<file path="config.mk">
export PLATFORM = sky130hd
export DESIGN_NAME = branch_resolve_flat
export DESIGN_NICKNAME = d
export VERILOG_FILES = /design/src/rtl/branch_resolve_if.sv /design/src/rtl/branch_resolve.sv /design/src/flat_wrapper.sv
export SDC_FILE = /design/constraint.sdc
export NUM_CORES = 1
export LEC_CHECK = 0
export BUFFER_PORTS_ARGS = -buffer_cell sky130_fd_sc_hd__buf_2
export CELL_PAD_IN_SITES_DETAIL_PLACEMENT = 0
export CELL_PAD_IN_SITES_GLOBAL_PLACEMENT = 1
export CORE_AREA = 2 2 111 86
export DETAILED_ROUTE_END_ITERATION = 7
export DIE_AREA = 0 0 113 88
export MAX_ROUTING_LAYER = met4
export PLACE_DENSITY = 0.86
export SLEW_MARGIN = 20
export SYNTH_ARGS = -nofsm -noshare
export SYNTH_HDL_FRONTEND = slang
export SYNTH_SLANG_ARGS = --single-unit
</file>
<file path="constraint.sdc">
create_clock -name clk -period 2.95 [get_ports clk]
set_clock_uncertainty 0.1 [all_clocks]
set_input_delay 0.4425 -clock clk [delete_from_list [all_inputs] [get_ports clk]]
set_output_delay 0.4425 -clock clk [all_outputs]
set_load 0.01 [all_outputs]
</file>
<file path="src/rtl/branch_resolve_if.sv">
// Decode/fetch-side signals of the branch resolver: branch request in,
// redirect request and decode stall/flush controls out.
interface branch_resolve_if #(
  parameter int ADDR_W = 32
) ();
  logic              br_valid;
  logic [2:0]        br_op;
  logic [1:0]        cmp_result;
  logic [ADDR_W-1:0] br_target;
  logic              fetch_ready;
  logic              redirect_valid;
  logic [ADDR_W-1:0] redirect_pc;
  logic              stall_id;
  logic              flush_id;

  modport master (
    output br_valid, br_op, cmp_result, br_target, fetch_ready,
    input  redirect_valid, redirect_pc, stall_id, flush_id
  );

  modport slave (
    input  br_valid, br_op, cmp_result, br_target, fetch_ready,
    output redirect_valid, redirect_pc, stall_id, flush_id
  );
endinterface

</file>
<file path="src/rtl/branch_resolve.sv">
// Branch resolution: turns the decode compare code plus branch opcode into a
// held fetch redirect, a one-cycle IF/ID flush and saturating statistics.
module branch_resolve #(
  parameter int ADDR_W = 32,
  parameter int CNT_W  = 16
) (
  input  logic             clk,
  input  logic             rst,
  branch_resolve_if.slave  bus,
  input  logic             clr_cnt,
  output logic [CNT_W-1:0] branch_cnt,
  output logic [CNT_W-1:0] taken_cnt
);

  typedef enum logic {IDLE, REDIR} state_t;

  localparam logic [CNT_W-1:0] CNT_MAX = '1;

  state_t            state_q;
  logic [ADDR_W-1:0] pc_q;
  logic              redir_q;
  logic              flush_q;
  logic [CNT_W-1:0]  branch_cnt_q;
  logic [CNT_W-1:0]  taken_cnt_q;
  logic              taken;
  logic              accept;

  always_comb begin
    taken = 1'b0;
    unique case (bus.br_op)
      3'b001:  taken = (bus.cmp_result == 2'b01);
      3'b010:  taken = (bus.cmp_result == 2'b10) || (bus.cmp_result == 2'b11);
      3'b011:  taken = (bus.cmp_result == 2'b10);
      3'b100:  taken = (bus.cmp_result == 2'b11);
      3'b101:  taken = (bus.cmp_result == 2'b10) || (bus.cmp_result == 2'b01);
      3'b110:  taken = (bus.cmp_result == 2'b11) || (bus.cmp_result == 2'b01);
      3'b111:  taken = 1'b1;
      default: taken = 1'b0;
    endcase
  end

  // Branches presented while a redirect is pending are dropped entirely.
  assign accept = (state_q == IDLE) && bus.br_valid;

  always_ff @(posedge clk or posedge rst) begin
    if (rst) begin
      state_q <= IDLE;
      pc_q    <= '0;
      redir_q <= 1'b0;
      flush_q <= 1'b0;
    end else begin
      flush_q <= 1'b0;
      unique case (state_q)
        IDLE: begin
          if (bus.br_valid && taken) begin
            pc_q    <= bus.br_target;
            redir_q <= 1'b1;
            state_q <= REDIR;
          end
        end
        REDIR: begin
          if (bus.fetch_ready) begin
            redir_q <= 1'b0;
            flush_q <= 1'b1;
            state_q <= IDLE;
          end
        end
        default: state_q <= IDLE;
      endcase
    end
  end

  always_ff @(posedge clk or posedge rst) begin
    if (rst) begin
      branch_cnt_q <= '0;
      taken_cnt_q  <= '0;
    end else if (clr_cnt) begin
      branch_cnt_q <= '0;
      taken_cnt_q  <= '0;
    end else if (accept) begin
      if ((bus.br_op != 3'b000) && (branch_cnt_q != CNT_MAX))
        branch_cnt_q <= branch_cnt_q + 1'b1;
      if (taken && (taken_cnt_q != CNT_MAX))
        taken_cnt_q <= taken_cnt_q + 1'b1;
    end
  end

  assign bus.redirect_valid = redir_q;
  assign bus.redirect_pc    = pc_q;
  assign bus.stall_id       = redir_q;
  assign bus.flush_id       = flush_q;
  assign branch_cnt         = branch_cnt_q;
  assign taken_cnt          = taken_cnt_q;

endmodule

</file>
<file path="src/flat_wrapper.sv">
// flat-port wrapper written by rule: the top's interface ports become plain ports
module branch_resolve_flat 
#(
  parameter int ADDR_W = 32,
  parameter int CNT_W  = 16
)
  (clk, rst, clr_cnt, branch_cnt, taken_cnt, bus_br_valid, bus_br_op, bus_cmp_result, bus_br_target, bus_fetch_ready, bus_redirect_valid, bus_redirect_pc, bus_stall_id, bus_flush_id);
  branch_resolve_if #(.ADDR_W(ADDR_W)) bus_i ();
  input  logic clk;
  input  logic rst;
  input  logic clr_cnt;
  output logic [CNT_W-1:0] branch_cnt;
  output logic [CNT_W-1:0] taken_cnt;
  input wire logic [$bits(bus_i.br_valid)-1:0] bus_br_valid;
  input wire logic [$bits(bus_i.br_op)-1:0] bus_br_op;
  input wire logic [$bits(bus_i.cmp_result)-1:0] bus_cmp_result;
  input wire logic [$bits(bus_i.br_target)-1:0] bus_br_target;
  input wire logic [$bits(bus_i.fetch_ready)-1:0] bus_fetch_ready;
  output wire logic [$bits(bus_i.redirect_valid)-1:0] bus_redirect_valid;
  output wire logic [$bits(bus_i.redirect_pc)-1:0] bus_redirect_pc;
  output wire logic [$bits(bus_i.stall_id)-1:0] bus_stall_id;
  output wire logic [$bits(bus_i.flush_id)-1:0] bus_flush_id;
  assign bus_i.br_valid = bus_br_valid;
  assign bus_i.br_op = bus_br_op;
  assign bus_i.cmp_result = bus_cmp_result;
  assign bus_i.br_target = bus_br_target;
  assign bus_i.fetch_ready = bus_fetch_ready;
  assign bus_redirect_valid = bus_i.redirect_valid;
  assign bus_redirect_pc = bus_i.redirect_pc;
  assign bus_stall_id = bus_i.stall_id;
  assign bus_flush_id = bus_i.flush_id;
  branch_resolve #(.ADDR_W(ADDR_W), .CNT_W(CNT_W)) u_core (.clk(clk), .rst(rst), .bus(bus_i), .clr_cnt(clr_cnt), .branch_cnt(branch_cnt), .taken_cnt(taken_cnt));
endmodule
</file>
# --- Yosys cells after proc, flatten, opt, wreduce, memory -nomap -nowiden ---
# Index checks and enable logic that the tools add are counted.
word_totals:
  elab_cells: 53
  ff_bits: 67
  out_inout_bits: 67
op_classes:
  n_mux: 15
  n_bitwise: 1
  eq_ne: 14
  reduce_logical: 15
  addsub: 2
ops:
  columns: ["op", "count"]
  rows:
  - ["two-way mux 16 bit", 6]
  - ["adder 16 x 1 -> 16 bit (second input constant)", 2]
  - ["inequality test 16 bit (second input constant)", 2]
  - ["== test 3 bit (second input constant)", 4]
  - ["AND reduction 2 bit", 4]
  - ["one-hot mux 1 bit (7 select lines)", 1]
  - ["== test 3 x 2 -> 1 bit (second input constant)", 2]
  - ["two-way mux 1 bit", 6]
  - ["nonzero test 2 bit", 3]
  - ["== test 2 bit (second input constant)", 2]
  - ["logical AND 1 bit", 4]
  - ["inequality test 2 bit (second input constant)", 2]
  - ["one-hot mux 1 bit (2 select lines)", 2]
  - ["== test 3 x 1 -> 1 bit (second input constant)", 1]
  - ["logical OR 1 bit", 3]
  - ["nonzero test 3 bit", 1]
  - ["== test 2 x 1 -> 1 bit (second input constant)", 1]
  - ["inverter 1 bit", 1]

# --- Logic depth before layout (Yosys ltp) ---
logic_depth:
  ltp_word: 7
  mapped_depth: 10
  mapped_depth_nobuf: 7

# --- Worst setup path before layout ---
# OpenSTA, ideal clock, no wires.
synth_timing:
  path_kind: "input-to-reg"
  from: "in bus_cmp_result[0]"
  to: "reg u_core.redir_q, in the netlist u_core.bus.redirect_valid"
  cell_stages: 9
  path_buffers: 3
  slack_ns: 0.698
  t_required_ns: 2.720
  t_arrival_ns: 2.022
  path_cell_list: "inv_1 ha_1 mux2_1 a221oi_2 or3_1 buf_2 buf_2 buf_2 o21ai_0"
synth_between:
  elab_chain_cells: 6
synth_lines:
  columns: ["item", "line_no", "text"]
  rows:
  - ["from (decl)", "flat_wrapper.sv:16", "input wire logic [$bits(bus_i.cmp_result)-1:0] bus_cmp_result;"]
  - ["== test 2 bit, or another cell as far along", "branch_resolve.sv:32, branch_resolve.sv:34, branch_resolve.sv:36", null]
  - ["logical OR 1 bit, on equally long branches", "branch_resolve.sv:36, branch_resolve.sv:32, branch_resolve.sv:35", null]
  - ["one-hot mux 1 bit (7 select lines) (*)", "branch_resolve.sv:30", "unique case (bus.br_op)"]
  - ["logical AND 1 bit (*)", "branch_resolve.sv:55", "if (bus.br_valid && taken) begin"]
  - ["inequality test 2 bit (no source line) (*)", null, null]
  - ["AND reduction 2 bit (no source line) (*)", null, null]
  - ["to (signal assigned)", "branch_resolve.sv:49", "redir_q <= 1'b0;"]
  - ["to (signal assigned)", "branch_resolve.sv:57", "redir_q <= 1'b1;"]
  - ["to (signal assigned)", "branch_resolve.sv:63", "redir_q <= 1'b0;"]
  - ["to (decl)", "branch_resolve.sv:21", "logic redir_q;"]
# Every way passes the cells marked *; elsewhere a longest branch is shown, timed or not.
# A chain may end at the register's enable or synchronous reset.

# --- Final worst setup path ---
layout_timing:
  from: "reg u_core.state_q"
  to: "reg u_core.taken_cnt_q[7], in the netlist u_core.taken_cnt[7]"
layout_between:
  elab_chain_cells: 4
layout_lines:
  columns: ["item", "line_no", "text"]
  rows:
  - ["from (decl)", "branch_resolve.sv:19", "state_t state_q;"]
  - ["from (signal assigned)", "branch_resolve.sv:47", "state_q <= IDLE;"]
  - ["from (signal assigned)", "branch_resolve.sv:58", "state_q <= REDIR;"]
  - ["from (signal assigned)", "branch_resolve.sv:65", "state_q <= IDLE;"]
  - ["inverter 1 bit (no source line)", null, null]
  - ["logical AND 1 bit", "branch_resolve.sv:43", "assign accept = (state_q == IDLE) && bus.br_valid;"]
  - ["nonzero test 2 bit (no source line)", null, null]
  - ["AND reduction 2 bit (no source line)", null, null]
  - ["to (signal assigned)", "branch_resolve.sv:84", "taken_cnt_q <= taken_cnt_q + 1'b1;"]
  - ["to (decl)", "branch_resolve.sv:24", "logic [CNT_W-1:0] taken_cnt_q;"]
# Every way passes these cells.

==> results.sh <==
export IMPL_p_sw_mw=0.759
export IMPL_instances_no_fill=586
export IMPL_avgRoutedWirePerCell_um=13.7
export IMPL_p_int_mw=1.98
export IMPL_maxCapViolCount=0
export IMPL_clock_tree_buffer_depth=2
export IMPL_path_clk_slew_ns=0.06
export IMPL_worst_pin_slew_ns=0.836
export IMPL_min_period_ns=2.28
export IMPL_cp_top_family="simple AND/OR/NAND/NOR gates"
export IMPL_synth_top_area_share=0.521
export IMPL_avgSynthCellArea_um2=8.92
export IMPL_grt_use_met1=0.250
export IMPL_cts_tree="done"
export IMPL_coreArea_um2=8860
export IMPL_ir_drop_v=0.000306
export IMPL_synth_fp_nets=408
export IMPL_nets=516
export IMPL_routed_wl_um=8020
export IMPL_synth_most_common_cell="nand2_1"
export IMPL_slew_headroom=0.442
export IMPL_use_met3=0.0498
export IMPL_ios=109
export IMPL_grtUsageMet2=0.251
export IMPL_overflow=0
export IMPL_fin_tns_setup_ns=0
export IMPL_grt_pass1_wl_um=13600
export IMPL_maxSlewViolCount=0
export IMPL_dieArea_um2=9940
export IMPL_critPathKind="reg2reg"
export IMPL_die_w_um=113
export IMPL_grt_max_degree=68
export IMPL_start_util=0.364
export IMPL_antennaDiodeCount=0
export IMPL_netSwitchingFraction=0.277
export IMPL_status="finished with violations"
export IMPL_root_buffer="clkbuf_16"
export IMPL_post_synth_top_area_cell="dfrtp_1"
export IMPL_portBuffers=108
export IMPL_first_iter_violations=170
export IMPL_p_per_area_nw_per_um2=649
export IMPL_cts_resized_gates=0
export IMPL_ys_types=36
export IMPL_post_route_util=0.476
export IMPL_leakage_nw=2.12
export IMPL_syn_area_um2=3220
export IMPL_gp_congestion=0.782
export IMPL_cp_data_required_time_ns=3.06
export IMPL_synthTopCellsByArea="dfrtp_1 (52%), nand2_1 (13%), xnor2_1 (3.3%)"
export IMPL_syn_inst=361
export IMPL_crit_path_cell_trace="nor2b_1, nand2_1, or3_1, nor4b_1, mux2_2"
export IMPL_setup_viol=0
export IMPL_grt_total_usage=0.178
export IMPL_areaGrowthSynthToFinish_pct=30.8
export IMPL_cp_arrival_ns=2.39
export IMPL_worstSetupEndpointType="register"
export IMPL_synth_flop_cell="dfrtp_1"
export IMPL_worstSkewPairLatency_ns=0.33
export IMPL_fin_ws_ns=0.667
export IMPL_cts_buffers=9
export IMPL_drc=5
export IMPL_pwr_share_comb=0.163
export IMPL_grt_pass1_vias=2733
export IMPL_pre_cts_slack_ns=0.399
export IMPL_crit_buf_inv=0
export IMPL_clock_sinks=67
export IMPL_crit_fanout=6
export IMPL_hp_class="in2reg"
export IMPL_vias_per_cell=4.97
export IMPL_grt_busiest_layer="met2"
export IMPL_drive_gt1_frac=0.291
export IMPL_violations="DRC"
export IMPL_antenna_found_initial=0
export IMPL_synthArstFlopShare=1.00
export IMPL_hpwlAfterDp_um=5500
export IMPL_die_h_um=88
export IMPL_yosysWarnings=0
export IMPL_first_pass_iters=6
export IMPL_clock_fmax_ghz=0.438
export IMPL_cpMaxStageDelayCell="or3_1"
export IMPL_seqPwrFrac=0.412
export IMPL_vias=2915
export IMPL_fin_crit_sh=0.774
export IMPL_synth_seq_area_share=0.521
export IMPL_drtAntennaViolNets=0
export IMPL_ys_top_cells_by_count="nand2_1 (113), dfrtp_1 (67), nor2_1 (22)"
export IMPL_p_total_mw=2.74
export IMPL_rsz0062_at_grt="false"
export IMPL_num_rows=30
export IMPL_hold_viol=0
export IMPL_critPathLaunchType="register"
export IMPL_placedCellCount=570
export IMPL_ctsHoldBuffers=0
export IMPL_synth_seq_cells=67
export IMPL_pwr_share_clk=0.425
export IMPL_cts_setup_buffers=0
export IMPL_critPathMaxStageDelay_ns=0.51
export IMPL_htree_levels=3
export IMPL_synth_edf_count=0
==> stage by stage <==
stage          area, µm²  hold slack (ns)
2_1_floorplan       3220            0.394
3_3_place_gp        3890            0.356
3_5_place_dp        3890            0.361
4_1_cts             4210            0.191
5_1_grt             4210            0.202
6_report            4210            0.197
==> cell type report <==
type	count	area, µm²
tap	112	140
clock inverter	7	98.8
timing repair buffer	114	598
multi-input combinational	270	1450
sequential	67	1680
fill	891	4640
inverter	7	26.3
clock buffer	9	225
==> tightest hold or removal path: stages <==
cell and delay, ns:
buf_2 0.07, nand2_1 0.04, nand2_1 0.04
==> layer usage <==
| metal | routed length, µm | vias to the layer above |
|---|---|---|
| met4 | 91 | 0 |
| met1 | 3960 | 1367 |
| li1 | - | 1448 |
| met2 | 3480 | 92 |
| met5 | 0 | - |
| met3 | 489 | 8 |
==> power groups by stage <==
stage          Sequential [mW]  Combinational, mW  Clock (mW)
4_1_cts                   1.13              0.456        1.19
6_report                  1.13              0.447        1.16
5_1_grt                   1.15              0.506        1.24
2_1_floorplan             1.20              0.179           0
3_5_place_dp              1.14              0.459           0
3_3_place_gp              1.14              0.447           0
==> placed cells by master, fill, tap and decap left out, types with 6 or more instances in the layout <==
cell	netlist	layout
nand3_1	13	13
nor3_1	7	6
xnor2_1	12	12
nand4_1	9	9
nor2b_1	6	6
clkbuf_16	0	9
buf_2	5	108
or3_1	9	9
o21ai_0	13	13
a21oi_1	12	12
nor4_1	13	13
nor2_1	22	22
dfrtp_1	67	67
nand2_1	113	113
and4_1	6	6
inv_1	7	6
==> worst paths after layout <==
kind                                                        from                                     end  slack, ns  depth (start not counted)
max                                     u_core.state_q$_DFF_PP0_         u_core.taken_cnt[7]$_DFFE_PP0P_       0.67                          5
min                                             bus_br_target[0]   u_core.bus.redirect_pc[0]$_DFFE_PP0P_       0.20                          3
max reg2reg                             u_core.state_q$_DFF_PP0_         u_core.taken_cnt[7]$_DFFE_PP0P_       0.67                          5
min reg2reg                u_core.bus.redirect_pc[2]$_DFFE_PP0P_   u_core.bus.redirect_pc[2]$_DFFE_PP0P_       0.37                          2
max in group asynchronous                                    rst         u_core.taken_cnt[7]$_DFFE_PP0P_       1.95                          3
min in group asynchronous                                    rst  u_core.bus.redirect_pc[13]$_DFFE_PP0P_       0.26                          3
==> cell families (layout without fill, tap and decap cells) <==
logic type | Yosys count | count (layout) | share of synthesized area
compound gates | 29 | 29 | 0.0509
xor+xnor | 13 | 13 | 0.0354
fa+ha+maj | 5 | 5 | 0.0194
buf+inv | 24 | 137 | 0.0311
flops | 67 | 67 | 0.521
mux | 8 | 8 | 0.0268
simple gates | 215 | 215 | 0.316
==> sequential cells by signal (all words and copies together), names as in the netlist <==
signal,cells
u_core.branch_cnt,16
u_core.bus.flush_id,1
u_core.bus.redirect_pc,32
u_core.bus.redirect_valid,1
u_core.state_q,1
u_core.taken_cnt,16
Note: power is estimated with default switching activity, not from simulation.
